<file path="src/rtl/repairval_sb_tx_serializer_if.sv">
// Wrapper-to-serializer bundle: parallel message/valid in, framed serial lane and status out.
// The master side is the REPAIRVAL wrapper; the slave side is the serializer.
interface repairval_sb_tx_serializer_if #(
    parameter int MSG_W = 4
);
    logic [MSG_W-1:0] i_TX_SbMessage;
    logic             i_ValidOutData;
    logic             o_sb_data;
    logic             o_sb_frame;
    logic             o_busy;
    logic             o_falling_edge_busy;
    logic             o_overflow;
    logic [1:0]       o_queue_level;

    modport master (
        output i_TX_SbMessage, i_ValidOutData,
        input  o_sb_data, o_sb_frame, o_busy, o_falling_edge_busy, o_overflow, o_queue_level
    );

    modport slave (
        input  i_TX_SbMessage, i_ValidOutData,
        output o_sb_data, o_sb_frame, o_busy, o_falling_edge_busy, o_overflow, o_queue_level
    );
endinterface

</file>
<file path="src/rtl/repairval_sb_tx_serializer.sv">
// Sideband TX serializer: captures new REPAIRVAL codes into a 2-deep queue and sends start/data/parity/stop frames.
// Latency: capture at edge N, pop at N+1, start bit on the lane after N+2; lane outputs are registered.
// Backpressure: none upstream; a capture into a full queue without a same-cycle pop is dropped and flagged sticky.
module repairval_sb_tx_serializer #(
    parameter int MSG_W      = 4,
    parameter int BIT_CYCLES = 1,
    parameter int GAP_CYCLES = 2
) (
    input  logic                        dut1_CLK,
    input  logic                        dut1_rst_n,
    repairval_sb_tx_serializer_if.slave sb
);

    localparam logic [2:0] S_IDLE   = 3'd0;
    localparam logic [2:0] S_START  = 3'd1;
    localparam logic [2:0] S_DATA   = 3'd2;
    localparam logic [2:0] S_PARITY = 3'd3;
    localparam logic [2:0] S_STOP   = 3'd4;
    localparam logic [2:0] S_GAP    = 3'd5;
    localparam int         BIW      = (MSG_W > 1) ? $clog2(MSG_W) : 1;

    logic [2:0]       state_q, state_d;
    logic [MSG_W-1:0] shreg_q, shreg_d;
    logic [BIW-1:0]   bit_idx_q, bit_idx_d;
    logic [3:0]       dwell_q, dwell_d;
    logic [3:0]       gap_q, gap_d;
    logic [MSG_W-1:0] mem_q [2];
    logic [MSG_W-1:0] mem_d [2];
    logic             rd_ptr_q, rd_ptr_d;
    logic             wr_ptr_q, wr_ptr_d;
    logic [1:0]       level_q, level_d;
    logic             overflow_q, overflow_d;
    logic             prev_valid_q, prev_valid_d;
    logic [MSG_W-1:0] last_q, last_d;
    logic             sb_data_q, sb_data_d;
    logic             sb_frame_q, sb_frame_d;
    logic             busy_q, busy_d;
    logic             feb_q, feb_d;

    logic capture, push, pop, bit_done, gap_done, in_frame;

    always_comb begin
        // A held valid with an unchanged code is one message, not a stream of them.
        capture = sb.i_ValidOutData && (sb.i_TX_SbMessage != '0) &&
                  (!prev_valid_q || (sb.i_TX_SbMessage != last_q));
        prev_valid_d = sb.i_ValidOutData;
        last_d       = capture ? sb.i_TX_SbMessage : last_q;

        bit_done  = (dwell_q == 4'(BIT_CYCLES - 1));
        gap_done  = (gap_q == 4'(GAP_CYCLES - 1));
        in_frame  = (state_q == S_START) || (state_q == S_DATA) ||
                    (state_q == S_PARITY) || (state_q == S_STOP);

        state_d   = state_q;
        shreg_d   = shreg_q;
        bit_idx_d = bit_idx_q;
        gap_d     = gap_q;
        pop       = 1'b0;
        dwell_d   = in_frame ? (bit_done ? 4'd0 : dwell_q + 4'd1) : 4'd0;

        case (state_q)
            S_IDLE: begin
                if (level_q != 2'd0) begin
                    pop     = 1'b1;
                    state_d = S_START;
                end
            end
            S_START: begin
                if (bit_done) begin
                    state_d   = S_DATA;
                    bit_idx_d = '0;
                end
            end
            S_DATA: begin
                if (bit_done) begin
                    if (bit_idx_q == BIW'(MSG_W - 1)) state_d = S_PARITY;
                    else                              bit_idx_d = bit_idx_q + 1'b1;
                end
            end
            S_PARITY: begin
                if (bit_done) state_d = S_STOP;
            end
            S_STOP: begin
                if (bit_done) begin
                    gap_d   = 4'd0;
                    state_d = (GAP_CYCLES > 0) ? S_GAP : S_IDLE;
                end
            end
            S_GAP: begin
                // The last gap cycle already pops, so exactly GAP_CYCLES idle cycles separate frames.
                if (gap_done) begin
                    if (level_q != 2'd0) begin
                        pop     = 1'b1;
                        state_d = S_START;
                    end else begin
                        state_d = S_IDLE;
                    end
                end else begin
                    gap_d = gap_q + 4'd1;
                end
            end
            default: state_d = S_IDLE;
        endcase

        if (pop) shreg_d = mem_q[rd_ptr_q];

        push = capture && ((level_q != 2'd2) || pop);
        mem_d = mem_q;
        if (push) mem_d[wr_ptr_q] = sb.i_TX_SbMessage;
        wr_ptr_d   = wr_ptr_q ^ push;
        rd_ptr_d   = rd_ptr_q ^ pop;
        level_d    = level_q + {1'b0, push} - {1'b0, pop};
        overflow_d = overflow_q | (capture & ~push);

        sb_frame_d = in_frame;
        case (state_q)
            S_START:  sb_data_d = 1'b1;
            S_DATA:   sb_data_d = shreg_q[bit_idx_q];
            S_PARITY: sb_data_d = ^shreg_q;
            default:  sb_data_d = 1'b0;
        endcase
        busy_d = in_frame;
        feb_d  = busy_q & ~busy_d;
    end

    always_ff @(posedge dut1_CLK or negedge dut1_rst_n) begin
        if (!dut1_rst_n) begin
            state_q      <= S_IDLE;
            shreg_q      <= '0;
            bit_idx_q    <= '0;
            dwell_q      <= '0;
            gap_q        <= '0;
            mem_q        <= '{default: '0};
            rd_ptr_q     <= 1'b0;
            wr_ptr_q     <= 1'b0;
            level_q      <= 2'd0;
            overflow_q   <= 1'b0;
            prev_valid_q <= 1'b0;
            last_q       <= '0;
            sb_data_q    <= 1'b0;
            sb_frame_q   <= 1'b0;
            busy_q       <= 1'b0;
            feb_q        <= 1'b0;
        end else begin
            state_q      <= state_d;
            shreg_q      <= shreg_d;
            bit_idx_q    <= bit_idx_d;
            dwell_q      <= dwell_d;
            gap_q        <= gap_d;
            mem_q        <= mem_d;
            rd_ptr_q     <= rd_ptr_d;
            wr_ptr_q     <= wr_ptr_d;
            level_q      <= level_d;
            overflow_q   <= overflow_d;
            prev_valid_q <= prev_valid_d;
            last_q       <= last_d;
            sb_data_q    <= sb_data_d;
            sb_frame_q   <= sb_frame_d;
            busy_q       <= busy_d;
            feb_q        <= feb_d;
        end
    end

    assign sb.o_sb_data           = sb_data_q;
    assign sb.o_sb_frame          = sb_frame_q;
    assign sb.o_busy              = busy_q;
    assign sb.o_falling_edge_busy = feb_q;
    assign sb.o_overflow          = overflow_q;
    assign sb.o_queue_level       = level_q;

endmodule
</file>
<file path="src/flat_wrapper.sv">
// flat-port wrapper written by rule: the top's interface ports become plain ports
module repairval_sb_tx_serializer_flat 
#(
    parameter int MSG_W      = 4,
    parameter int BIT_CYCLES = 1,
    parameter int GAP_CYCLES = 2
)
  (dut1_CLK, dut1_rst_n, sb_i_TX_SbMessage, sb_i_ValidOutData, sb_o_sb_data, sb_o_sb_frame, sb_o_busy, sb_o_falling_edge_busy, sb_o_overflow, sb_o_queue_level);
  repairval_sb_tx_serializer_if #(.MSG_W(MSG_W)) sb_i ();
  input  logic dut1_CLK;
  input  logic dut1_rst_n;
  input wire logic [$bits(sb_i.i_TX_SbMessage)-1:0] sb_i_TX_SbMessage;
  input wire logic [$bits(sb_i.i_ValidOutData)-1:0] sb_i_ValidOutData;
  output wire logic [$bits(sb_i.o_sb_data)-1:0] sb_o_sb_data;
  output wire logic [$bits(sb_i.o_sb_frame)-1:0] sb_o_sb_frame;
  output wire logic [$bits(sb_i.o_busy)-1:0] sb_o_busy;
  output wire logic [$bits(sb_i.o_falling_edge_busy)-1:0] sb_o_falling_edge_busy;
  output wire logic [$bits(sb_i.o_overflow)-1:0] sb_o_overflow;
  output wire logic [$bits(sb_i.o_queue_level)-1:0] sb_o_queue_level;
  assign sb_i.i_TX_SbMessage = sb_i_TX_SbMessage;
  assign sb_i.i_ValidOutData = sb_i_ValidOutData;
  assign sb_o_sb_data = sb_i.o_sb_data;
  assign sb_o_sb_frame = sb_i.o_sb_frame;
  assign sb_o_busy = sb_i.o_busy;
  assign sb_o_falling_edge_busy = sb_i.o_falling_edge_busy;
  assign sb_o_overflow = sb_i.o_overflow;
  assign sb_o_queue_level = sb_i.o_queue_level;
  repairval_sb_tx_serializer #(.MSG_W(MSG_W), .BIT_CYCLES(BIT_CYCLES), .GAP_CYCLES(GAP_CYCLES)) u_core (.dut1_CLK(dut1_CLK), .dut1_rst_n(dut1_rst_n), .sb(sb_i));
endmodule
</file>
<file path="config.mk">
export PLATFORM = sky130hd
export DESIGN_NAME = repairval_sb_tx_serializer_flat
export DESIGN_NICKNAME = d
export VERILOG_FILES = /design/src/rtl/repairval_sb_tx_serializer_if.sv /design/src/rtl/repairval_sb_tx_serializer.sv /design/src/flat_wrapper.sv
export SDC_FILE = /design/constraint.sdc
export NUM_CORES = 1
export LEC_CHECK = 0
export CORE_MARGIN = 2
export CORE_UTILIZATION = 61
export CTS_CLUSTER_SIZE = 14
export DETAILED_ROUTE_END_ITERATION = 10
export PLACE_DENSITY = 0.83
export RECOVER_POWER = 100
export SLEW_MARGIN = 20
export SYNTH_ARGS = -nofsm -noshare
export SYNTH_HDL_FRONTEND = slang
export SYNTH_SLANG_ARGS = --single-unit
</file>
<file path="constraint.sdc">
create_clock -name dut1_CLK -period 3.3 [get_ports dut1_CLK]
set_input_delay 0.495 -clock dut1_CLK [delete_from_list [all_inputs] [get_ports dut1_CLK]]
set_output_delay 0.495 -clock dut1_CLK [all_outputs]
set_load 0.005 [all_outputs]
</file>
==> impl_results.md <==
* Synth area leader: dfrtp_1
* Worst hold endpoint: u_core.sb.o_overflow
* Worst Max-Slew Pin Slew at 1.96 ns
* Resize count post-CTS at 0
* Layout cell share with drive strength beyond 1 at 15.7%
* Iter 0 DRT Violations at 42
* First-pass GRT wire length at 5550 um
* Antenna Nets Post-Route at 0
* Die area at 3520 um^2
* Unrepaired setup endpoints after global routing: no
* Slowest cell on crit path: nor3b_1
* Total global-route track usage at 22.1%
* Hold_sp: u_core.sb.o_overflow
* Slew Limit Fails at 39
* Drt first pass iters at 4
* Grt ovf at 0
* Clock buffer count from CTS at 5
* Synth cell types at 38
* Cell family with most CP delay: simple AND/OR/NAND/NOR gates
* # rows at 20
* Post-Place Cells at 204
* Worst-Skew Late Latency at 0.33 ns
* Syn Area/Cell at 11.5 um^2
* Final GP Congestion at 0.808
* Peak supply drop at 0.443 mV
* Mapped Cells at 162
* Warnings, synthesis at 0
* Critical setup path kind: reg2reg
* Max Fclk at 386 MHz
* Max-Cap Viols at 1
* FILL cells at 221
* Critical Path End Type: flop
* Final setup fails at 0
* Worst Path Buf+Inv at 2
* Crit-path most repeated cell: ha_1
* Slew headroom at -30.5%
* Violated checks: max-capacitance violations, max-slew violations
* Area post-placement at 2020 um^2
* Synth top area share at 50.9%
* Count of input and output buffers at 13
* Worst Path Arrival at 2.86 ns
* Area Overhead vs Synth at 10.1%
* Largest net degree at the start of global routing at 39
* Main synth FF type: dfrtp_1
* CTS sink count at 38
* TritonCTS clock tree: yes
* Core Box Area at 2980 um^2
* Reg-to-reg endpoint: u_core.sb.o_queue_level[1]
* Part of the Yosys area used for sequential elements at 50.9%
* Remaining DRCs at 0
* Outcome: complete, but fails checks
* Fin. Hold Viols at 0
* PD cells at 847 nW/um^2
* Io pins at 14
* Clock Skew at 0.0106 ns
* Area contributors post-synth: dfrtp_1 (51%), mux2_2 (9.6%), ha_1 (6.0%)
* Reg clk slew, reported paths at 0.11 ns
* Post-Syn Area at 1870 um^2
* Worst-path fanout max at 6
* Per-cell routed wire length at 15.4 um
* Post-synth EDFFs at 0
* Post-Route Setup TNS at 0 ns
* Final core occ at 69.1%
* Worst Reg2Reg Path Length in Cells at 10
* Nature of the critical path startpoint: flop
* CTS HTree Levels at 2
* Synth async-reset ratio at 100%
* DR vias at 1217
* Initial Utilization at 62.8%
* Min-Delay Path Class: reg2reg
* CP max stage delay at 0.50 ns
* Critical-path cell list: inv_1, ha_1, nor3b_1, nand3_2, a211oi_4, ha_1, inv_1, ha_1, xnor2_1, xnor2_1
* Max Root-Sink Buffers at 2
* Setup bufs post-CTS at 0
* WL final at 3260 um
* Seq cells post-synth at 38
* Root buf cell: clkbuf_4
* Fin crit period at 2.59 ns
* Number of global-route vias before repair at 1215
* Post-Layout Cell Count at 211
* Mapped Nets at 178
* Die width at 59.4 um
* Antenna violations before repair at 0
* Vias per inst at 5.77
* Design area at 2060 um^2
* Die height at 59.4 um
* FF-to-FF Start: u_core.gap_q[1]
* Dpl hpwl at 2470 um
* Leakage at 0.000945 uW
* Required time of the critical path at 3.57 ns
* Worst hold path cell count at 1
* Final period util at 78.5%
* Hold buffer count at cts at 0
* Antenna cells at 0
* Reg2reg setup slack at 0.71 ns
* Fin nets at 194
==> final cells by class <==
type,count,area [um^2],share of cell area [%]
clock buffer,5,37.5,1.82
clock inverter,2,10.0,0.486
inverter,9,33.8,1.64
multi-input combinational,111,861,41.8
sequential,38,951,46.2
tap,33,41.3,2.01
timing repair buffer,13,124,6.02
==> registers in the layout, summed over array words and instances (netlist names) <==
signal,cells
u_core.sb.o_overflow,1
u_core.bit_idx_q,2
u_core.sb.o_queue_level,2
u_core.mem_q,8
u_core.sb.o_falling_edge_busy,1
u_core.last_q,4
u_core.state_q,3
u_core.gap_q,4
u_core.prev_valid_q,1
u_core.sb.o_sb_data,1
u_core.dwell_q,4
u_core.wr_ptr_q,1
u_core.shreg_q,4
u_core.rd_ptr_q,1
u_core.sb.o_sb_frame,1
==> metrics by stage <==
stage / worst slack, ns / total power [uW] / hold slack, ns
2_1_floorplan: 1.21 / 1330 / 0.199
3_5_place_dp: 0.506 / 1560 / 0.448
5_1_grt: 0.513 / 1880 / 0.486
3_3_place_gp: 0.649 / 1510 / 0.458
6_report: 0.711 / 1740 / 0.464
4_1_cts: 0.866 / 1780 / 0.255
==> cell usage after synthesis (2+ instances only) <==
cell / count
xor2_1: 9
o22ai_1: 2
mux2_2: 16
inv_1: 9
nand3_1: 2
nor3_1: 2
and3_1: 2
and2_1: 2
nand2_1: 17
o211ai_1: 2
a21oi_1: 2
nor2b_1: 2
nor2_1: 8
ha_1: 9
xnor2_1: 7
nand2b_1: 2
dfrtp_1: 38
o21ai_0: 6
nand3b_1: 3
mux2i_1: 2
clkbuf_1: 3
==> worst register-to-register path, delay by kind of cell (launching register included) <==
family | cells | cell delay [ns]
AOI/OAI and AO/OA | 1 | 0.45
xor gates and xnor gates | 2 | 0.27
adders and majority gates | 3 | 0.59
buffers and inverters | 2 | 0.15
DFF | 1 | 0.41
and+or+nand+nor | 2 | 0.66
==> kinds of logic (layout without fill, tap and decap cells) <==
family | after synthesis | after routing | synth area share, %
AO/OA/AOI/OAI | 20 | 20 | 7.70
XOR/XNOR | 16 | 16 | 7.50
adder cells (fa/ha/maj) | 9 | 9 | 6.02
buffers and inverters | 13 | 29 | 2.81
flip-flops | 38 | 38 | 50.9
multiplexers | 19 | 19 | 11.9
AND/OR/NAND/NOR | 47 | 47 | 13.2
==> report_power, final <==
part | internal [uW] | switching [uW] | total, uW
clock | 76.6 | 142 | 218
sequential | 636 | 166 | 802
combinational | 403 | 321 | 724
==> routing by layer <==
layer | track usage, % | part of all wire (%)
met1 | 25.8 | 39
met4 | 9.09 | 1.6
met5 | 0 | 0
met2 | 37.7 | 56
met3 | 6.55 | 3.4
==> worst max-delay path by stage <==
| stage | start | to | slack (ns) | cells after the start |
|---|---|---|---|---|
| global placement | sb_i_TX_SbMessage[1] | u_core.mem_q[7] | 0.65 | 6 |
| finish | u_core.gap_q[1] | u_core.sb.o_queue_level[1] | 0.71 | 10 |
| detailed placement | sb_i_TX_SbMessage[1] | u_core.mem_q[2] | 0.51 | 6 |
| global route | u_core.gap_q[1] | u_core.sb.o_queue_level[1] | 0.51 | 10 |
| floorplan | u_core.gap_q[1] | u_core.sb.o_queue_level[1] | 1.21 | 10 |
| CTS | sb_i_TX_SbMessage[1] | u_core.mem_q[2] | 0.87 | 6 |
==> cell usage in the layout, fill, tap and decap left out, types with 2 or more instances in the layout <==
master	synthesis	layout
nand3_1	2	2
o21ai_0	6	6
nor3b_1	1	2
clkinv_2	0	2
inv_1	9	9
mux2i_1	2	2
dlygate4sd3_1	0	9
nand2b_1	2	2
o211ai_1	2	2
xor2_1	9	9
nor2b_1	2	2
dfrtp_1	38	38
xnor2_1	7	7
clkbuf_4	0	5
o22ai_1	2	2
clkdlybuf4s50_1	0	3
a21oi_1	2	2
nand3b_1	3	3
and3_1	2	2
and2_0	0	2
nand2_1	17	17
mux2_2	16	16
nor2_1	8	8
ha_1	9	9
nor3_1	2	2
No activity file was read; power rests on OpenSTA's default activity.
==> variant, RTL diff (same settings) <==
Take the reset off `shreg_q` and load it in a clocked block of its own.
--- a/src/rtl/repairval_sb_tx_serializer.sv
+++ b/src/rtl/repairval_sb_tx_serializer.sv
@@ -126,7 +126,6 @@
     always_ff @(posedge dut1_CLK or negedge dut1_rst_n) begin
         if (!dut1_rst_n) begin
             state_q      <= S_IDLE;
-            shreg_q      <= '0;
             bit_idx_q    <= '0;
             dwell_q      <= '0;
             gap_q        <= '0;
@@ -143,7 +142,6 @@
             feb_q        <= 1'b0;
         end else begin
             state_q      <= state_d;
-            shreg_q      <= shreg_d;
             bit_idx_q    <= bit_idx_d;
             dwell_q      <= dwell_d;
             gap_q        <= gap_d;
@@ -161,6 +159,10 @@
         end
     end
 
+    always_ff @(posedge dut1_CLK) begin
+        shreg_q <= shreg_d;
+    end
+
     assign sb.o_sb_data           = sb_data_q;
     assign sb.o_sb_frame          = sb_frame_q;
     assign sb.o_busy              = busy_q;
Check against the original RTL: same outputs for any inputs over 10 cycles, from zero or initial values and one cycle with dut1_rst_n low; that may be too few to reach the edited logic, so the function may still have changed.
==> variant against the unedited design <==
Sequential cell count unchanged. Clock power rose by 8%. Worst hold slack improved by 0.017 ns. Register-to-register slack gained 0.06 ns. Total power up 2.4%. The flow still finishes with violations (capacitance limit, slew limit). Clock skew fell by 0.0080 ns. Wire length up 0.37%. Synthesized cell count unchanged. Area after synthesis rose by 0.54%. Utilization fell by 0.49 points. Design area grew 0.12%. Setup slack worse by 0.011 ns. Critical path type is now in2reg. Die area is 0.51% higher. Largest cell class unchanged. Highest routed layer unchanged. Non-clock buffer count increased by 1.
==> variant: results (changes against the unedited design) <==
top cells by count, synth 34 x dfrtp_1, 16 x nand2_1, 12 x mux2_2; post-synthesis mux area share 8.39% (-3.5 points); Seq/Total Area, Yosys 51.7% (+0.79 points); Post-synth ARST share 89.5% (-11 points); Synth area leaders dfrtp_1 45%, mux2_2 7.2%, edfxtp_1 6.4%, ha_1 6.0%, xor2_1 3.7%; # fillers 224 (+1.4%); crit path DAT 2.84 ns (-0.02 ns); RD Place Congestion 0.777 (-3.9%); VDD IR max 0.426 mV (-3.9%); largest net degree at the start of global routing 35 (-10%); worst setup path startpoint sb_i_TX_SbMessage[0]; Crit path largest cell delay 0.78 ns (+0.28 ns); Slew HR -15.7% (+15 points); DR vias/cell 5.97 (+3.5%); Slew Limit Fails 35 (-10%); crit path max fanout 5 (-1); failing checks capacitance limit, slew limit; wire per inst 15.4 um (-0.10%); hpwl dp 2390 um (-3.4%); layout cell share with drive strength beyond 1 12.8% (-2.9 points); status finished with violations; leakage 0.926 nW (-2.0%); Starting DRT DRC Count 49 (+17%); setup slack, reg-to-reg 0.77 ns (+0.06 ns); Hold Slack 0.481 ns (+0.0165 ns); CP delay by family, top compound AO/OA/AOI/OAI gates; Max Cap Violations 1 (unchanged); Compound-Gate Fraction of Synth Area 11.6% (+3.9 points); Worst path slowest cell o41ai_1; crit path to u_core.mem_q[7]
[variant: cell types whose count changed after synthesis, moves of 3 or more]
cell and delta:
a22o_1 +6, a21o_1 +3, dfrtp_1 -4, o21ai_0 -5, mux2_2 -4, buf_2 +3, o21ai_1 +4, edfxtp_1 +4
nand3b_1 -3, clkbuf_1 -3
[variant: logic make-up after synthesis]
| family | count (synthesis) |
|---|---|
| simple gates | 45 |
| flops | 38 |
| compound gates | 28 |
| buf+inv | 15 |
| xor+xnor | 14 |
| mux | 13 |
| fa+ha+maj | 9 |
[variant: report_power, final]
group	switching, mW	internal (mW)
Combinational	0.304	0.388
Sequential	0.189	0.669
Clock	0.157	0.0792
Total	0.650	1.14
[variant: stage by stage]
stage / utilization (%) / instance area (um^2) / instances / setup WS, ns
finish: 68.6 / 2060 / 212 / 0.699
global route: 68.6 / 2060 / 212 / 0.542
CTS: 69.5 / 2090 / 212 / 1.01
detailed placement: 67.7 / 2030 / 204 / 0.635
global placement: 67.7 / 2030 / 204 / 0.756
floorplan: - / 1880 / 162 / 1.24
[variant: cell type report]
class	instances	share of cell area, %
clock buffer	5	1.82
clock inverter	3	0.789
inverter	10	1.82
multi-input combinational	109	40.0
sequential	38	47.1
tap	33	2.00
timing repair buffer	14	6.50
[variant: routing by layer]
metal	track usage [%]	wire length, um	part of all wire (%)
met1	24.2	1310	40
met5	0	0	0
met4	11.4	91	2.8
met3	6.77	127	3.9
met2	40.3	1740	53
